`src/rtl/seg_pkg.sv`:
```
// seg_pkg: shared 7-segment types and active-low glyph constants (bit0 = a .. bit6 = g).
// Revision 1.0
`default_nettype none

package seg_pkg;

   typedef logic [6:0] seg_t;

   localparam seg_t SEG_0   = 7'b1000000;
   localparam seg_t SEG_1   = 7'b1111001;
   localparam seg_t SEG_2   = 7'b0100100;
   localparam seg_t SEG_3   = 7'b0110000;
   localparam seg_t SEG_4   = 7'b0011001;
   localparam seg_t SEG_5   = 7'b0010010;
   localparam seg_t SEG_6   = 7'b0000010;
   localparam seg_t SEG_7   = 7'b1111000;
   localparam seg_t SEG_8   = 7'b0000000;
   localparam seg_t SEG_9   = 7'b0010000;
   localparam seg_t SEG_A   = 7'b0001000;
   localparam seg_t SEG_B   = 7'b0000011;
   localparam seg_t SEG_C   = 7'b1000110;
   localparam seg_t SEG_D   = 7'b0100001;
   localparam seg_t SEG_E   = 7'b0000110;
   localparam seg_t SEG_F   = 7'b0001110;
   localparam seg_t SEG_OFF = 7'b1111111;

endpackage

`default_nettype wire

```
`src/rtl/seven_seg_scan_if.sv`:
```
// seven_seg_scan_if: datapath-side inputs and display-pin outputs of the scan driver.
// Revision 1.0
`default_nettype none

interface seven_seg_scan_if #(
   parameter int NUM_DIGITS = 4,
   parameter int BRIGHT_W   = 4
);
   logic [4*NUM_DIGITS-1:0] value_i;
   logic [NUM_DIGITS-1:0]   dp_i;
   logic [NUM_DIGITS-1:0]   blank_i;
   logic                    load_i;
   logic                    lzb_en_i;
   logic [BRIGHT_W-1:0]     brightness_i;
   logic [6:0]              seg_o;
   logic                    dp_o;
   logic [NUM_DIGITS-1:0]   an_o;
   logic                    frame_o;
   logic                    pending_o;

   modport master (
      output value_i, dp_i, blank_i, load_i, lzb_en_i, brightness_i,
      input  seg_o, dp_o, an_o, frame_o, pending_o
   );

   modport slave (
      input  value_i, dp_i, blank_i, load_i, lzb_en_i, brightness_i,
      output seg_o, dp_o, an_o, frame_o, pending_o
   );
endinterface

`default_nettype wire

```
`src/rtl/hex7_decode.sv`:
```
// hex7_decode: combinational nibble to active-low 7-segment glyph.
// Revision 1.0
`default_nettype none

module hex7_decode
   import seg_pkg::*;
(
   input  logic [3:0] nibble,
   output seg_t       seg
);

   always_comb begin
      seg = SEG_OFF;
      case (nibble)
         4'h0:    seg = SEG_0;
         4'h1:    seg = SEG_1;
         4'h2:    seg = SEG_2;
         4'h3:    seg = SEG_3;
         4'h4:    seg = SEG_4;
         4'h5:    seg = SEG_5;
         4'h6:    seg = SEG_6;
         4'h7:    seg = SEG_7;
         4'h8:    seg = SEG_8;
         4'h9:    seg = SEG_9;
         4'hA:    seg = SEG_A;
         4'hB:    seg = SEG_B;
         4'hC:    seg = SEG_C;
         4'hD:    seg = SEG_D;
         4'hE:    seg = SEG_E;
         default: seg = SEG_F;
      endcase
   end

endmodule

`default_nettype wire

```
`src/rtl/seven_seg_scan.sv`:
```
// seven_seg_scan: multiplexed N-digit 7-segment driver with tear-free shadow, PWM, DP and blanking.
// Revision 1.0
`default_nettype none

module seven_seg_scan
   import seg_pkg::*;
#(
   parameter int NUM_DIGITS  = 4,
   parameter int REFRESH_DIV = 50000,
   parameter int BRIGHT_W    = 4,
   parameter int ACTIVE_LOW  = 1
)(
   input  logic               clk,
   input  logic               rst_n,
   seven_seg_scan_if.slave    bus
);

   localparam int TW       = $clog2(REFRESH_DIV);
   localparam int IW       = $clog2(NUM_DIGITS);
   localparam int PWM_STEP = REFRESH_DIV >> BRIGHT_W;
   localparam logic [TW-1:0] TCNT_MAX = TW'(REFRESH_DIV - 1);
   localparam logic [IW-1:0] DIG_MAX  = IW'(NUM_DIGITS - 1);
   // Everything below is built active-low; POL flips it once at the pins.
   localparam logic POL = (ACTIVE_LOW != 0) ? 1'b0 : 1'b1;

   logic [TW-1:0]           tcnt;
   logic [IW-1:0]           dig_idx;
   logic [4*NUM_DIGITS-1:0] stage_value, shadow_value;
   logic [NUM_DIGITS-1:0]   stage_dp, shadow_dp;
   logic [NUM_DIGITS-1:0]   stage_blank, shadow_blank;
   logic                    pending;

   logic [6:0]              seg_q;
   logic                    dp_q;
   logic [NUM_DIGITS-1:0]   an_q;
   logic                    frame_q;

   logic                    boundary;
   logic [NUM_DIGITS-1:0]   lzb_mask;
   logic                    lzb_run;
   logic [3:0]              cur_nib;
   logic                    cur_dp;
   logic                    cur_dark;
   logic [NUM_DIGITS-1:0]   cur_sel;
   int                      lit_end;
   logic                    lit;
   logic                    on;
   seg_t                    glyph;
   seg_t                    seg_al;
   logic                    dp_al;
   logic [NUM_DIGITS-1:0]   an_al;

   assign boundary = (tcnt == TCNT_MAX) && (dig_idx == DIG_MAX);

   // Zero run from the MSD down; a set DP ends the run, digit 0 always shows.
   always_comb begin
      lzb_mask = '0;
      lzb_run  = bus.lzb_en_i;
      for (int d = NUM_DIGITS - 1; d >= 1; d--) begin
         if (lzb_run && (shadow_value[4*d +: 4] == 4'h0) && !shadow_dp[d])
            lzb_mask[d] = 1'b1;
         else
            lzb_run = 1'b0;
      end
   end

   always_comb begin
      cur_nib  = 4'h0;
      cur_dp   = 1'b0;
      cur_dark = 1'b1;
      cur_sel  = '0;
      for (int d = 0; d < NUM_DIGITS; d++) begin
         if (dig_idx == IW'(d)) begin
            cur_nib  = shadow_value[4*d +: 4];
            cur_dp   = shadow_dp[d];
            cur_dark = shadow_blank[d] | lzb_mask[d];
            cur_sel  = NUM_DIGITS'(1) << d;
         end
      end
   end

   hex7_decode u_dec (
      .nibble (cur_nib),
      .seg    (glyph)
   );

   // tcnt==0 stays dark every slot so the previous digit's segments can settle.
   always_comb begin
      lit_end = (int'(bus.brightness_i) + 1) * PWM_STEP;
      lit     = (tcnt != '0) && (int'(tcnt) < lit_end);
      on      = lit && !cur_dark;
      seg_al  = on ? glyph : SEG_OFF;
      dp_al   = on ? ~cur_dp : 1'b1;
      an_al   = on ? ~cur_sel : '1;
   end

   always_ff @(posedge clk) begin
      if (!rst_n) begin
         tcnt         <= '0;
         dig_idx      <= '0;
         stage_value  <= '0;
         stage_dp     <= '0;
         stage_blank  <= '0;
         shadow_value <= '0;
         shadow_dp    <= '0;
         shadow_blank <= '0;
         pending      <= 1'b0;
         seg_q        <= SEG_OFF ^ {7{POL}};
         dp_q         <= 1'b1 ^ POL;
         an_q         <= {NUM_DIGITS{1'b1 ^ POL}};
         frame_q      <= 1'b0;
      end else begin
         if (tcnt == TCNT_MAX) begin
            tcnt    <= '0;
            dig_idx <= (dig_idx == DIG_MAX) ? '0 : dig_idx + 1'b1;
         end else begin
            tcnt <= tcnt + 1'b1;
         end

         if (boundary) begin
            if (bus.load_i) begin
               shadow_value <= bus.value_i;
               shadow_dp    <= bus.dp_i;
               shadow_blank <= bus.blank_i;
            end else if (pending) begin
               shadow_value <= stage_value;
               shadow_dp    <= stage_dp;
               shadow_blank <= stage_blank;
            end
            pending <= 1'b0;
         end else if (bus.load_i) begin
            stage_value <= bus.value_i;
            stage_dp    <= bus.dp_i;
            stage_blank <= bus.blank_i;
            pending     <= 1'b1;
         end

         seg_q   <= seg_al ^ {7{POL}};
         dp_q    <= dp_al ^ POL;
         an_q    <= an_al ^ {NUM_DIGITS{POL}};
         frame_q <= boundary;
      end
   end

   assign bus.seg_o     = seg_q;
   assign bus.dp_o      = dp_q;
   assign bus.an_o      = an_q;
   assign bus.frame_o   = frame_q;
   assign bus.pending_o = pending;

endmodule

`default_nettype wire

```
`src/flat_wrapper.sv`:
```
// flat-port wrapper written by rule: the top's interface ports become plain ports
module seven_seg_scan_flat import seg_pkg::*;
#(
   parameter int NUM_DIGITS  = 4,
   parameter int REFRESH_DIV = 50000,
   parameter int BRIGHT_W    = 4,
   parameter int ACTIVE_LOW  = 1
)
  (clk, rst_n, bus_value_i, bus_dp_i, bus_blank_i, bus_load_i, bus_lzb_en_i, bus_brightness_i, bus_seg_o, bus_dp_o, bus_an_o, bus_frame_o, bus_pending_o);
  seven_seg_scan_if #(.NUM_DIGITS(NUM_DIGITS), .BRIGHT_W(BRIGHT_W)) bus_i ();
  input  logic clk;
  input  logic rst_n;
  input wire logic [$bits(bus_i.value_i)-1:0] bus_value_i;
  input wire logic [$bits(bus_i.dp_i)-1:0] bus_dp_i;
  input wire logic [$bits(bus_i.blank_i)-1:0] bus_blank_i;
  input wire logic [$bits(bus_i.load_i)-1:0] bus_load_i;
  input wire logic [$bits(bus_i.lzb_en_i)-1:0] bus_lzb_en_i;
  input wire logic [$bits(bus_i.brightness_i)-1:0] bus_brightness_i;
  output wire logic [$bits(bus_i.seg_o)-1:0] bus_seg_o;
  output wire logic [$bits(bus_i.dp_o)-1:0] bus_dp_o;
  output wire logic [$bits(bus_i.an_o)-1:0] bus_an_o;
  output wire logic [$bits(bus_i.frame_o)-1:0] bus_frame_o;
  output wire logic [$bits(bus_i.pending_o)-1:0] bus_pending_o;
  assign bus_i.value_i = bus_value_i;
  assign bus_i.dp_i = bus_dp_i;
  assign bus_i.blank_i = bus_blank_i;
  assign bus_i.load_i = bus_load_i;
  assign bus_i.lzb_en_i = bus_lzb_en_i;
  assign bus_i.brightness_i = bus_brightness_i;
  assign bus_seg_o = bus_i.seg_o;
  assign bus_dp_o = bus_i.dp_o;
  assign bus_an_o = bus_i.an_o;
  assign bus_frame_o = bus_i.frame_o;
  assign bus_pending_o = bus_i.pending_o;
  seven_seg_scan #(.NUM_DIGITS(NUM_DIGITS), .REFRESH_DIV(REFRESH_DIV), .BRIGHT_W(BRIGHT_W), .ACTIVE_LOW(ACTIVE_LOW)) u_core (.clk(clk), .rst_n(rst_n), .bus(bus_i));
endmodule
```
`config.mk`:
```
export PLATFORM = sky130hd
export DESIGN_NAME = seven_seg_scan_flat
export DESIGN_NICKNAME = d
export VERILOG_FILES = /design/src/rtl/seg_pkg.sv /design/src/rtl/seven_seg_scan_if.sv /design/src/rtl/hex7_decode.sv /design/src/rtl/seven_seg_scan.sv /design/src/flat_wrapper.sv
export SDC_FILE = /design/constraint.sdc
export NUM_CORES = 1
export LEC_CHECK = 0
export ABC_CLOCK_PERIOD_IN_PS = 9800
export CELL_PAD_IN_SITES_DETAIL_PLACEMENT = 0
export CELL_PAD_IN_SITES_GLOBAL_PLACEMENT = 1
export CORE_ASPECT_RATIO = 0.9
export CORE_MARGIN = 2
export CORE_UTILIZATION = 53
export DETAILED_ROUTE_END_ITERATION = 10
export DONT_BUFFER_PORTS = 1
export HOLD_SLACK_MARGIN = 0.06
export PLACE_DENSITY_LB_ADDON = 0.1
export SLEW_MARGIN = 20
export SYNTH_ARGS = -nofsm -noshare
export SYNTH_HDL_FRONTEND = slang
export SYNTH_SLANG_ARGS = --single-unit
```
`constraint.sdc`:
```
create_clock -name clk -period 9.8 [get_ports clk]
set_input_delay 1.96 -clock clk [delete_from_list [all_inputs] [get_ports clk]]
set_output_delay 1.96 -clock clk [all_outputs]
set_load 0.03 [all_outputs]
```
* Word-level counts from Yosys, hierarchy flattened *
Memories as Yosys holds them, arrays and structs flattened. A register that Yosys moved wholly into a read port is not among the register bits.
Index checks and enable logic that the tools add are counted.

storage, ports and cells
  register bits after elaboration = 73
  ROM bits = 112
  bits of input ports = 32
  logic and storage cells = 82
  memories kept = 1

memories
  name             words  width  read ports  clocked after memory_dff  write ports  line               text
  (no name shown)  16     7      1           1                         0            hex7_decode.sv:14  case (nibble)

operators by class
  add/sub/neg operators = 3
  multipliers = 1
  order comparisons = 1
  eq/ne operators = 4
  mux-type cells = 28
  bitwise logic cells = 7
  reductions and logical operators = 25

operators with widths
  cell                                                                   number
  4-bit two-way mux                                                      9
  17-bit by 32-bit less-than comparator with 1-bit output                1
  32-bit by 13-bit multiplier with 32-bit output, second input constant  1
  16-bit two-way mux                                                     2
  16-bit by 1-bit adder with 16-bit output, second input constant        1
  16-bit == test, second input constant                                  1
  16-bit nonzero test                                                    1
  1-bit two-way mux                                                      14
  4-bit zero test                                                        3
  1-bit logical AND                                                      9
  2-bit AND reduction                                                    3
  4-bit by 1-bit adder with 5-bit output, second input constant          1
  1-bit zero test                                                        5
  2-bit == test, second input constant                                   2
  2-bit two-way mux                                                      2
  4-bit NOT                                                              1
  2-bit OR reduction                                                     2
  3-bit two-way mux                                                      1
  1-bit NOT                                                              3
  1-bit OR                                                               3
  2-bit by 1-bit adder with 2-bit output, second input constant          1
  2-bit by 1-bit == test with 1-bit output, second input constant        1
  2-bit zero test                                                        1
  2-bit nonzero test                                                     1

* Longest topological paths before layout *
  word-level depth = 18
  mapped depth = 22
  mapped depth without buffers = 21

* Hierarchy *
From an unflattened synthesis, not the netlist that was laid out.

unflattened totals
  cells, all modules = 574
  area, all modules = 5262.5 µm²

modules (own cells, without submodules)
  module          times used  cells an instance  area an instance (µm²)  seq. area each (µm²)
  seven_seg_scan  1           542                4987.3                  1601.5
  hex7_decode     1           32                 275.3                   0.0

* Worst setup path after synthesis *
No wires, ideal clock.

  kind = input to register
  from = in bus_brightness_i[0]
  to = reg u_core.seg_q[6], in the netlist u_core.bus.seg_o[6]
  library setup time = 0.143 ns
  arrival time = 6.176 ns
  setup slack = 3.481 ns
  cell stages on the path = 21
  buffers on the path = 1
  path through = inv_1 -> ha_1 -> ha_1 -> ha_1 -> inv_1 -> fa_1 -> inv_1 -> ha_1 -> nor2b_1 -> o2111ai_1 -> o211ai_1 -> a21o_1 -> a31oi_1 -> xor2_1 -> ha_1 -> a21o_1 -> a221oi_1 -> o221ai_1 -> a41oi_1 -> buf_2 -> o2111ai_1

on the way
  word-level cells in the longest chain between the ends = 7

RTL lines
  element                                                  line                  text
  start, declared                                          flat_wrapper.sv:18    input wire logic [$bits(bus_i.brightness_i)-1:0] bus_brightness_i;
  4-bit by 1-bit adder with 5-bit output                   seven_seg_scan.sv:89  lit_end = (int'(bus.brightness_i) + 1) * PWM_STEP;
  32-bit by 13-bit multiplier with 32-bit output           seven_seg_scan.sv:89
  17-bit by 32-bit less-than comparator with 1-bit output  seven_seg_scan.sv:90  lit = (tcnt != '0) && (int'(tcnt) < lit_end);
  1-bit logical AND                                        seven_seg_scan.sv:90
  1-bit logical AND                                        seven_seg_scan.sv:91  on = lit && !cur_dark;
  2-bit AND reduction (no source line)                     n/a
  1-bit zero test (no source line)                         n/a
  end, declared                                            seven_seg_scan.sv:33  logic [6:0] seg_q;

No other way between the ends.
A chain may end at the register's enable or synchronous reset.

* Worst setup path after layout *
  from = in bus_brightness_i[0]
  to = reg u_core.seg_q[3], in the netlist u_core.bus.seg_o[3]

The elaborated chain is that of the path after synthesis.

==> metrics list <==
* Outcome: finished clean
- Measured against its own limit, the worst slew margin works out to between 20 and 30%.
* Final cell area excluding filler cells: about 5200 um2
- Critical path's slowest cell: sky130_fd_sc_hd__a41oi_1
- Global-route wire length before repair: between 15000 and 20000 um
* Number of DRC markers after the initial detailed-route iteration: approximately 180
* Crit start category: input port
- Final critical delay including setup and external delays: approximately 6.9 ns
- Share of final-layout standard cells stronger than drive strength 1: under 10%
* Placed wire-length estimate: 7700 um
- The analysis attributes to cell leakage a power of between 0.002 and 0.003 uW.
* Maximum count of clock buffers along a single path: 2
- The initial antenna violation count came to 0.
- The top cell type by area accounts for between 30 and 40% of the synthesized area.
- Sorting the synthesized cells by area gives the leading types as sky130_fd_sc_hd__dfxtp_1 32%, sky130_fd_sc_hd__ha_1 14%, sky130_fd_sc_hd__mux2i_1 10%.
* Leading cell type in the layout, fill and taps excluded: sky130_fd_sc_hd__dfxtp_1
- GPL Wtd Cong: 0.856
* Classification of the worst-slack hold path: flop to flop
- Data arrival time of the critical path: between 7 and 8 ns
- PwrDens: between 100 and 150 nW/um2
- Aggregate global-route resource usage: 21.4%
* Width of the die: roughly 110 um
- Antenna cell count: 0
* Most frequent cells in the layout: 80 x sky130_fd_sc_hd__dfxtp_1, 55 x sky130_fd_sc_hd__ha_1, 52 x sky130_fd_sc_hd__mux2i_1, 43 x sky130_fd_sc_hd__nand2_1, 38 x sky130_fd_sc_hd__inv_1
- Sequential area share after synthesis: approximately a third
* Number of enable-type register cells in the synthesized netlist: 0
* Max Freq: between 0.1 and 0.15 GHz
- The critical path goes through ha_1 > xor2_1 > ha_1 > ha_1 > inv_1 > fa_1 > inv_1 > ha_1 > nor2b_1 > o2111ai_1 > o211ai_1 > a21o_1 > a31oi_1 > xor2_1 > ha_1 > a21o_1 > a221oi_1 > o221ai_1 > a41oi_1 > o2111ai_1.
- The setup check on the worst reg-to-reg path leaves a slack of 6.87 ns.
- Number of remaining DRC errors: 0
- The mapped netlist covers approximately 5000 um2.
- From synthesis to final layout, the design area changed by 5.24%.
- After floorplanning, the core was sized to cover ~9000 um2.
* Via total after detailed routing: 3699
- Clk pin slew, worst setup/hold paths: 0.08 ns
* CTS Root Buffer Type: sky130_fd_sc_hd__clkbuf_8
- IR analysis of the VDD net gives a maximum drop of 0.0999 mV.
- Proportion of register bits with asynchronous set or reset after synthesis: 0%
- CTS built an H-tree with a depth of 3.
- CTS saw 80 sinks.
- Syn Nets: about 630
- Leftover overflow at the end of global routing: 0
- Cell type with the largest total area after synthesis: sky130_fd_sc_hd__dfxtp_1
- Post-route antenna net violation count: 0
- In the final routed layout, each cell accounts on average for approximately 16 um.
* Post-DP Area: 5020 um2
* Total CTS buffers: 9
* Via density per instance: 5.63
- RSZ-0062 raised after global routing: no
- The floorplan step defined a die boundary enclosing between 10000 and 15000 um2.
* Crit. End Element: flop
- YS warnings: 0
* Largest net degree at the start of global routing: 57
- Cells fill 57.5% of the core in the end.
- For this run, the post-layout net count is 621.
- Worst setup margin: between 2 and 3 ns
- The hold violation total from the final report came to 0.
- Before CTS, the worst setup slack after placement is about 2.6 ns.
- The number of gates resized after CTS was 0.
- Post-CTS repair timing setup buffer count: 0
* WL final: 10400 um
- TritonCTS built the clock tree.
- Largest stage delay on the critical path: a little over 0.8 ns
- Top_reg_cell synth: sky130_fd_sc_hd__dfxtp_1
- STA puts the critical path data required time at approximately 10 ns.
* Synth unique cells: 50
- Of all nets on the critical path, the largest fanout is 12.
- Number of top-level pins: 46
* Final max-slew violation count: 0
- A synthesized cell averages a little over 9 um2.
- In the final timing run, aggregate negative setup slack is 0 ns.
- The worst path uses 70.0% of the clock period.
- Hold repair after CTS inserted 0 buffers.
* Number of failing setup endpoints in the final timing report: 0
* Worst clock skew: roughly 0.014 ns
- Number of global-route vias before repair: around 3500
* Number of rows in the core area: 33
- The first TritonRoute pass finished after 4 iterations.
- The cell count after synthesis came out at between 500 and 600.
- Yosys reg bits: 80
* Slew @ Worst Pin: approximately 1.1 ns
* Max-cap violations: 0
* Most frequent cell on the critical path: sky130_fd_sc_hd__ha_1
* Die span in y: slightly below 100 um
- Starting density of the core: approximately 55%
* Number of port buffers: 0
- The critical path is of the input port to flop type.
* Clk Latency, worst-skew pair: ~0.35 ns
-- Yosys cell counts (5+ instances only) --
master                      count
sky130_fd_sc_hd__dfxtp_1       80
sky130_fd_sc_hd__ha_1          55
sky130_fd_sc_hd__mux2i_1       52
sky130_fd_sc_hd__nand2_1       43
sky130_fd_sc_hd__inv_1         38
sky130_fd_sc_hd__nor2_1        30
sky130_fd_sc_hd__nor2b_1       30
sky130_fd_sc_hd__o211a_1       24
sky130_fd_sc_hd__nand3_1       21
sky130_fd_sc_hd__a21oi_1       20
sky130_fd_sc_hd__xor2_1        16
sky130_fd_sc_hd__clkbuf_1      15
sky130_fd_sc_hd__o21ai_0       13
sky130_fd_sc_hd__xnor2_1       13
sky130_fd_sc_hd__and3_1        11
sky130_fd_sc_hd__a21o_1         7
sky130_fd_sc_hd__nor3_1         6
sky130_fd_sc_hd__nand4_1        5
sky130_fd_sc_hd__o2111ai_1      5
-- critical path: cells and delay by family --
| kind | cells | cell delay (ns) |
|---|---|---|
| fa+ha+maj | 6 | 1.87 |
| xor+xnor | 2 | 0.45 |
| buf+inv | 2 | 0.10 |
| compound gates | 9 | 2.47 |
| simple gates | 1 | 0.16 |
-- through the flow --
stage | std cells | hold WS, ns | power [uW]
6_report | 657 | 0.503 | 753
5_1_grt | 657 | 0.530 | 794
4_1_cts | 656 | 0.492 | 762
3_5_place_dp | 640 | 0.470 | 484
3_3_place_gp | 640 | 0.454 | 483
2_1_floorplan | 541 | 0.434 | 465
-- routing by layer --
layer,track usage (%),wire [um]
met1,32.4,5590
met2,30.4,4230
met3,4.87,539
met4,5.59,47
met5,0,0
-- cells by family after synthesis --
kind of cell / after synthesis / share of synthesized area, %
XOR/XNOR: 29 / 5.09
buffers and inverters: 63 / 5.72
AND/OR/NAND/NOR: 166 / 17.4
flip-flops: 80 / 32.1
adder cells (fa/ha/maj): 59 / 15.4
AO/OA/AOI/OAI: 91 / 13.6
multiplexers: 53 / 10.7
-- flip-flops by register name (all words and copies together), names as in the netlist, 4 cells and up --
name / cells
u_core.bus.seg_o: 7
u_core.shadow_dp: 4
u_core.stage_dp: 4
u_core.bus.an_o: 4
u_core.stage_value: 16
u_core.stage_blank: 4
u_core.shadow_blank: 4
u_core.shadow_value: 16
u_core.tcnt: 16
-- path summary, 6_finish.rpt --
path | startpoint | to | cells after the start
setup reg to reg | u_core.dig_idx[1]$_SDFFE_PN0N_ | u_core.bus.seg_o[0]$_SDFF_PN1_ | 9
setup / recovery | bus_brightness_i[0] | u_core.bus.seg_o[3]$_SDFF_PN1_ | 20
hold reg to reg | u_core.tcnt[0]$_SDFF_PP0_ | u_core.tcnt[0]$_SDFF_PP0_ | 1
hold / removal | u_core.tcnt[0]$_SDFF_PP0_ | u_core.tcnt[0]$_SDFF_PP0_ | 1
-- power by group --
part           switching, uW  internal, uW  leakage, uW
Sequential              12.6           335     0.000652
Combinational           71.5          59.1      0.00186
Clock                    129           147     0.000112
Total                    213           541      0.00262
-- area by class of cell --
cell class                 instances  area, um2
timing repair buffer               3       20.0
clock buffer                       9        124
multi-input combinational        398       3110
inverter                          38        143
clock inverter                     7        101
sequential                        80       1600
tap                              122        153
fill                             837       3880
No activity file was read; power rests on OpenSTA's default activity.
